===== src/rtl/noc_pkg.sv =====
// Shared NOC definitions: output-port codes, requester FSM states and the
// XY dimension-order routing function used by every input-port requester.
package noc_pkg;

    localparam logic [2:0] PORT_N    = 3'd0;
    localparam logic [2:0] PORT_S    = 3'd1;
    localparam logic [2:0] PORT_W    = 3'd2;
    localparam logic [2:0] PORT_E    = 3'd3;
    localparam logic [2:0] PORT_L    = 3'd4;
    // Matches no output arbiter comparator, so it never wins a grant.
    localparam logic [2:0] PORT_NONE = 3'd7;

    typedef enum logic [1:0] {
        IDLE = 2'd0,
        REQ  = 2'd1,
        SEND = 2'd2
    } req_state_t;

    // X is resolved first, then Y; coordinates are zero-extended and compared unsigned.
    function automatic logic [2:0] xy_route(input logic [7:0] dest_x,
                                            input logic [7:0] dest_y,
                                            input logic [7:0] own_x,
                                            input logic [7:0] own_y);
        logic [2:0] port;
        if (dest_x > own_x)      port = PORT_E;
        else if (dest_x < own_x) port = PORT_W;
        else if (dest_y > own_y) port = PORT_S;
        else if (dest_y < own_y) port = PORT_N;
        else                     port = PORT_L;
        return port;
    endfunction

endpackage


===== src/rtl/input_port_requester_flit_fifo.sv =====
// flit_fifo: circular input buffer for single-flit packets. Besides the head
// it exposes the flit behind the head and the occupancy, so the requester can
// route the next packet in the same cycle it pops the current one.
module flit_fifo #(
    parameter int FLIT_W = 16,
    parameter int DEPTH  = 4
) (
    input  logic                       clk,
    input  logic                       rst_n,
    input  logic                       push,
    input  logic                       pop,
    input  logic [FLIT_W-1:0]          din,
    output logic [FLIT_W-1:0]          dout,
    output logic [FLIT_W-1:0]          dout_nxt,
    output logic                       full,
    output logic                       empty,
    output logic [$clog2(DEPTH):0]     count
);

    localparam int AW = $clog2(DEPTH);
    localparam int CW = AW + 1;

    logic [FLIT_W-1:0] mem_q [DEPTH];
    logic [AW-1:0]     wr_ptr_q, rd_ptr_q;
    logic [CW-1:0]     cnt_q, cnt_d;
    logic              push_ok, pop_ok;

    // Overflow/underflow requests are dropped here so callers cannot corrupt state.
    assign push_ok  = push && !full;
    assign pop_ok   = pop && !empty;
    assign full     = (cnt_q == CW'(DEPTH));
    assign empty    = (cnt_q == '0);
    assign count    = cnt_q;
    assign dout     = mem_q[rd_ptr_q];
    assign dout_nxt = mem_q[rd_ptr_q + AW'(1)];

    // Occupancy next-state: a simultaneous push and pop leaves it unchanged.
    always_comb begin
        cnt_d = cnt_q;
        case ({push_ok, pop_ok})
            2'b10:   cnt_d = cnt_q + CW'(1);
            2'b01:   cnt_d = cnt_q - CW'(1);
            default: cnt_d = cnt_q;
        endcase
    end

    // Storage array; contents are don't-care until written, so it is not reset.
    always_ff @(posedge clk) begin
        if (push_ok) mem_q[wr_ptr_q] <= din;
    end

    // Pointers wrap naturally since DEPTH is a power of two.
    always_ff @(posedge clk or negedge rst_n) begin
        if (!rst_n) begin
            wr_ptr_q <= '0;
            rd_ptr_q <= '0;
            cnt_q    <= '0;
        end else begin
            if (push_ok) wr_ptr_q <= wr_ptr_q + AW'(1);
            if (pop_ok)  rd_ptr_q <= rd_ptr_q + AW'(1);
            cnt_q <= cnt_d;
        end
    end

endmodule


===== src/rtl/input_port_requester.sv =====
// input_port_requester: buffers flits from one router input, requests the
// XY-routed output port from the round-robin arbiters, and forwards the head
// flit to the crossbar for one cycle once granted.
// Optional: define REQ_TIMEOUT_EN to build the starvation wait counter that
// drives starve_o; otherwise starve_o is tied low.
module input_port_requester
    import noc_pkg::*;
#(
    parameter int FLIT_W  = 16,
    parameter int COORD_W = 2,
    parameter int DEPTH   = 4,
    parameter int X_COORD = 0,
    parameter int Y_COORD = 0,
    parameter int TIMEOUT = 15
) (
    input  logic              clk,
    input  logic              reset,
    input  logic              in_valid_i,
    input  logic [FLIT_W-1:0] in_flit_i,
    output logic              in_ready_o,
    output logic [2:0]        nexthop_addr_o,
    input  logic [4:0]        grant_i,
    output logic              out_valid_o,
    output logic [FLIT_W-1:0] out_flit_o,
    output logic              change_order_o,
    output logic              starve_o
);

    localparam int CNTW = $clog2(DEPTH) + 1;

    req_state_t        state_q;
    logic [2:0]        route_q;
    logic              out_valid_q, change_order_q;
    logic [FLIT_W-1:0] out_flit_q;

    logic              fifo_push, fifo_pop, fifo_full, fifo_empty;
    logic [FLIT_W-1:0] head, head_nxt, nxt_flit;
    logic [CNTW-1:0]   fifo_cnt;
    logic [7:0]        grant_ext;
    logic              grant_hit, more_d;
    logic [2:0]        head_route, nxt_route;

    // Ready depends only on registered occupancy; a pop this cycle does not free a slot early.
    assign in_ready_o = !fifo_full;
    assign fifo_push  = in_valid_i && !fifo_full;
    assign fifo_pop   = (state_q == SEND);

    flit_fifo #(.FLIT_W(FLIT_W), .DEPTH(DEPTH)) u_fifo (
        .clk      (clk),
        .rst_n    (reset),
        .push     (fifo_push),
        .pop      (fifo_pop),
        .din      (in_flit_i),
        .dout     (head),
        .dout_nxt (head_nxt),
        .full     (fifo_full),
        .empty    (fifo_empty),
        .count    (fifo_cnt)
    );

    // While sending, the next head is the second entry, or the flit arriving now if only one is left.
    assign nxt_flit = (fifo_cnt > CNTW'(1)) ? head_nxt : in_flit_i;
    assign more_d   = (fifo_cnt > CNTW'(1)) || fifo_push;

    assign head_route = xy_route(8'(head[FLIT_W-1 -: COORD_W]),
                                 8'(head[FLIT_W-COORD_W-1 -: COORD_W]),
                                 8'(X_COORD), 8'(Y_COORD));
    assign nxt_route  = xy_route(8'(nxt_flit[FLIT_W-1 -: COORD_W]),
                                 8'(nxt_flit[FLIT_W-COORD_W-1 -: COORD_W]),
                                 8'(X_COORD), 8'(Y_COORD));

    // Only the grant bit for the port we are requesting counts.
    assign grant_ext = {3'b000, grant_i};
    assign grant_hit = grant_ext[route_q];

    // Request/grant/send handshake with registered outputs.
    always_ff @(posedge clk or negedge reset) begin
        if (!reset) begin
            state_q        <= IDLE;
            route_q        <= PORT_NONE;
            out_valid_q    <= 1'b0;
            out_flit_q     <= '0;
            change_order_q <= 1'b0;
        end else begin
            out_valid_q    <= 1'b0;
            out_flit_q     <= '0;
            change_order_q <= 1'b0;
            case (state_q)
                IDLE: begin
                    if (!fifo_empty) begin
                        state_q <= REQ;
                        route_q <= head_route;
                    end
                end
                REQ: begin
                    if (grant_hit) begin
                        state_q        <= SEND;
                        out_valid_q    <= 1'b1;
                        out_flit_q     <= head;
                        change_order_q <= 1'b1;
                    end
                end
                SEND: begin
                    if (more_d) begin
                        state_q <= REQ;
                        route_q <= nxt_route;
                    end else begin
                        state_q <= IDLE;
                        route_q <= PORT_NONE;
                    end
                end
                default: begin
                    state_q <= IDLE;
                    route_q <= PORT_NONE;
                end
            endcase
        end
    end

    assign nexthop_addr_o = route_q;
    assign out_valid_o    = out_valid_q;
    assign out_flit_o     = out_flit_q;
    assign change_order_o = change_order_q;

    // Low payload bits of the look-ahead flit play no part in routing.
    logic unused_nxt_bits;
    assign unused_nxt_bits = ^nxt_flit[FLIT_W-2*COORD_W-1:0];

`ifdef REQ_TIMEOUT_EN
    localparam int TW = $clog2(TIMEOUT + 1);

    logic [TW-1:0] wait_q;
    logic          starve_q;

    // Saturating REQ wait counter; starvation is sticky until reset.
    always_ff @(posedge clk or negedge reset) begin
        if (!reset) begin
            wait_q   <= '0;
            starve_q <= 1'b0;
        end else if (state_q == SEND) begin
            wait_q <= '0;
        end else if (state_q == REQ && wait_q != TW'(TIMEOUT)) begin
            wait_q <= wait_q + TW'(1);
            if (wait_q == TW'(TIMEOUT - 1)) starve_q <= 1'b1;
        end
    end

    assign starve_o = starve_q;
`else
    logic unused_timeout;
    assign unused_timeout = |32'(TIMEOUT);
    assign starve_o       = 1'b0;
`endif

endmodule


===== config.mk =====
export PLATFORM = sky130hd
export DESIGN_NAME = input_port_requester
export DESIGN_NICKNAME = d
export VERILOG_FILES = /design/src/rtl/noc_pkg.sv /design/src/rtl/input_port_requester_flit_fifo.sv /design/src/rtl/input_port_requester.sv
export SDC_FILE = /design/constraint.sdc
export NUM_CORES = 1
export LEC_CHECK = 0
export ABC_AREA = 1
export CAP_MARGIN = 20
export CORE_ASPECT_RATIO = 1.2
export CORE_MARGIN = 4
export CORE_UTILIZATION = 45
export CTS_CLUSTER_SIZE = 8
export DETAILED_ROUTE_END_ITERATION = 16
export GPL_TIMING_DRIVEN = 0
export PLACE_DENSITY_LB_ADDON = 0.15
export SKIP_LAST_GASP = 1
export SYNTH_ARGS = -nofsm -noshare
export SYNTH_HDL_FRONTEND = slang
export SYNTH_SLANG_ARGS = --single-unit

===== constraint.sdc =====
create_clock -name clk -period 2.05 [get_ports clk]
set_input_delay 0.3075 -clock clk [delete_from_list [all_inputs] [get_ports clk]]
set_output_delay 0.3075 -clock clk [all_outputs]
set_load 0.01 [all_outputs]

==> impl_metrics.yaml <==
yosys:
  synth_area_um2: 3950
  async_flop_share_pct: 31.2
  ys_warn_count: 0
  ys_seq_elements: 93
  yosysTopAreaCellShare_pct: 48.7
  synth_edf_count: 64
  synthCells: 355
  netlist.top_cell.by_area: "edfxtp_1"
  synth.top_cells.by_area: "edfxtp_1 49%, dfrtp_1 16%, nor2_1 6.9%"
  ys.flop_type: "edfxtp_1"
  synth_area_per_cell_um2: 11.1
  yosysUniqueCellTypes: 32
  syn-num-nets: 388
  ys_seq_area_share_pct: 67.2
finish:
  insertedDiodeCount: 0
  final_core_util_pct: 56.4
  syn2layout_area_growth_pct: 22.4
  final_common_cell: "nor2_1"
  stdcell_count: 538
  fin_nets: 449
  final_cell_mix: "68 x nor2_1, 64 x edfxtp_1, 54 x nand2_1"
  drive_gt1_share_pct: 15.0
global_routing:
  grt_start_max_net_pins: 30
  first_global_vias: 2666
  antenna_found_initial: 0
  grt_pass1_wl_um: 13100
  grt.overflow.total: 0
  grtUsageTotal_pct: 16.5
critical_path:
  rrSetupSlack_ns: 0.19
  critPathMaxStageDelay_ns: 0.41
  critical_path_class: "reg -> reg"
  cp_common_cell: "inv_1"
  timing.rr.end: "u_fifo.count[2]$_DFFE_PN0P_"
  crit_buf_inv: 3
  r2r-start: "u_fifo.count[1]$_DFFE_PN0P_"
  crit_fanout: 4
  required_ns: 2.31
  endpoint_kind: "flop"
  reg2regPathDepth: 10
  crit_family: "adder cells"
  crit_slowest_cell: "dfrtp_1"
  timing.critical_path.cells: "inv_1 > ha_1 > inv_1 > nor2_2 > nor2_2 > ha_1 > nor2_1 > o21ai_0 > xor2_1 > inv_1"
  arrival_ns: 2.11
  start_kind: "flop"
cts:
  cts_tree: "built"
  ctsHoldBuffers: 0
  cts.path.max_buffers: 2
  clk_pin_slew_worst_paths_ns: 0.10
  clock_sinks: 93
  root_buffer: "clkbuf_8"
  cts_buffers: 9
  h-tree-depth: 3
  clkLatencyLatePin_ns: 0.36
floorplan:
  die_x_um: 93.5
  io_pins: 47
  std_cell_rows: 37
  core_um2: 8560
  die_h_um: 111
  design.die.area_um2: 10300
  start_util_pct: 46.1
sta:
  slew_violations: 0
  fin_crit_sh_pct: 90.7
  fmax_mhz: 538
  relSlewSlack_pct: 53.1
  rsz0062_at_grt: "no"
  finalSetupViolCount: 0
  period_needed_ns: 1.86
  tightest_slew_ns: 0.703
  final_hold_viol_count: 18
  tns_ns: 0
  fin_hold_ws_ns: -0.0137
  fin_skew_ns: 0.0108
placement:
  portBuffers: 45
  dp_cells: 521
  post-dp-hpwl_um: 5370
  gp_congestion: 0.872
drt:
  drtIter0Drc: 126
  first_pass_iters: 4
  viasPerCell: 4.81
  routed-via-count: 2587
  wl_um: 7910
  antenna_left: 0
  wire_per_inst_um: 14.7
  route.detailed.drc: 0
pwr:
  finalPower_mw: 6.69
  p_leak_nw: 1.96
  power.density_nw_per_um2: 1380
  ir_worst_vdd_uv: 642
flow_run:
  max_cap_violations: 0
run_status:
  violations: "hold timing"
  status: "complete, but fails checks"
min_path:
  min_path_type: "in -> async"
[per-stage QoR]
stage | setup WS [ns] | area, µm²
after global routing | 0.0136 | 4830
after floorplan | -0.0222 | 3950
after CTS | 0.0566 | 4820
final | 0.191 | 4830
after global placement | -0.714 | 4540
after detailed placement | 0.0581 | 4610
[routing by layer]
metal  wire length, µm  part of all wire (%)  track usage [%]
met5                 0                     0                0
met1              3350                    42             20.0
met4               139                   1.8             6.55
met3               336                   4.2             3.41
met2              4090                    52             28.5
[state kept, by name (all words and copies together), names as in the netlist]
signal / cells
change_order_o: 1
nexthop_addr_o: 3
out_flit_o: 16
state_q: 2
u_fifo.count: 3
u_fifo.mem_q: 64
u_fifo.rd_ptr_q: 2
u_fifo.wr_ptr_q: 2
[layout make-up]
type,instances,area (µm²)
fill,763,3740
sequential,93,2650
multi-input combinational,218,1100
timing repair buffer,50,515
tap,117,146
clock buffer,9,124
inverter,31,116
buffer,13,95.1
clock inverter,7,81.3
[worst max path at each step]
stage | from | cells after the start | slack, ns | endpoint
CTS | u_fifo.count[1]$_DFFE_PN0P_ | 4 | 0.06 | in_ready_o
finish | u_fifo.count[1]$_DFFE_PN0P_ | 10 | 0.19 | u_fifo.count[2]$_DFFE_PN0P_
global placement | in_valid_i | 3 | -0.71 | u_fifo.mem_q[1][10]$_DFFE_PP_
global route | u_fifo.count[1]$_DFFE_PN0P_ | 10 | 0.01 | u_fifo.count[2]$_DFFE_PN0P_
floorplan | u_fifo.count[0]$_DFFE_PN0P_ | 5 | -0.02 | u_fifo.mem_q[0][0]$_DFFE_PP_
detailed placement | in_valid_i | 7 | 0.06 | u_fifo.count[2]$_DFFE_PN0P_
[logic make-up after synthesis]
| family | Yosys count | synth area share, % |
|---|---|---|
| other cells | 1 | 0.0950 |
| buf+inv | 44 | 5.36 |
| compound gates | 49 | 6.79 |
| fa+ha+maj | 9 | 2.85 |
| xor+xnor | 5 | 1.11 |
| simple gates | 154 | 16.6 |
| flops | 93 | 67.2 |
[what timing repair did]
item                       CTS  global route
setup endpoints to repair    1             2
gates cloned                 0             0
setup buffers                1             0
resized for setup            0             3
[cell usage after synthesis (4+ instances only)]
| library cell | n |
|---|---|
| a21oi_1 | 11 |
| a21oi_2 | 4 |
| buf_4 | 6 |
| dfrtp_1 | 26 |
| edfxtp_1 | 64 |
| ha_1 | 9 |
| inv_1 | 25 |
| inv_2 | 6 |
| nand2_1 | 55 |
| nand2_2 | 4 |
| nand3_1 | 11 |
| nor2_1 | 73 |
| o21ai_0 | 19 |
| o21ai_1 | 12 |
[where the power goes]
part | internal (mW) | leakage, nW | switching, mW
sequential | 2.53 | 0.959 | 0.193
clock | 0.580 | 0.0944 | 0.672
combinational | 1.08 | 0.903 | 1.63
No activity file was read; power rests on OpenSTA's default activity.
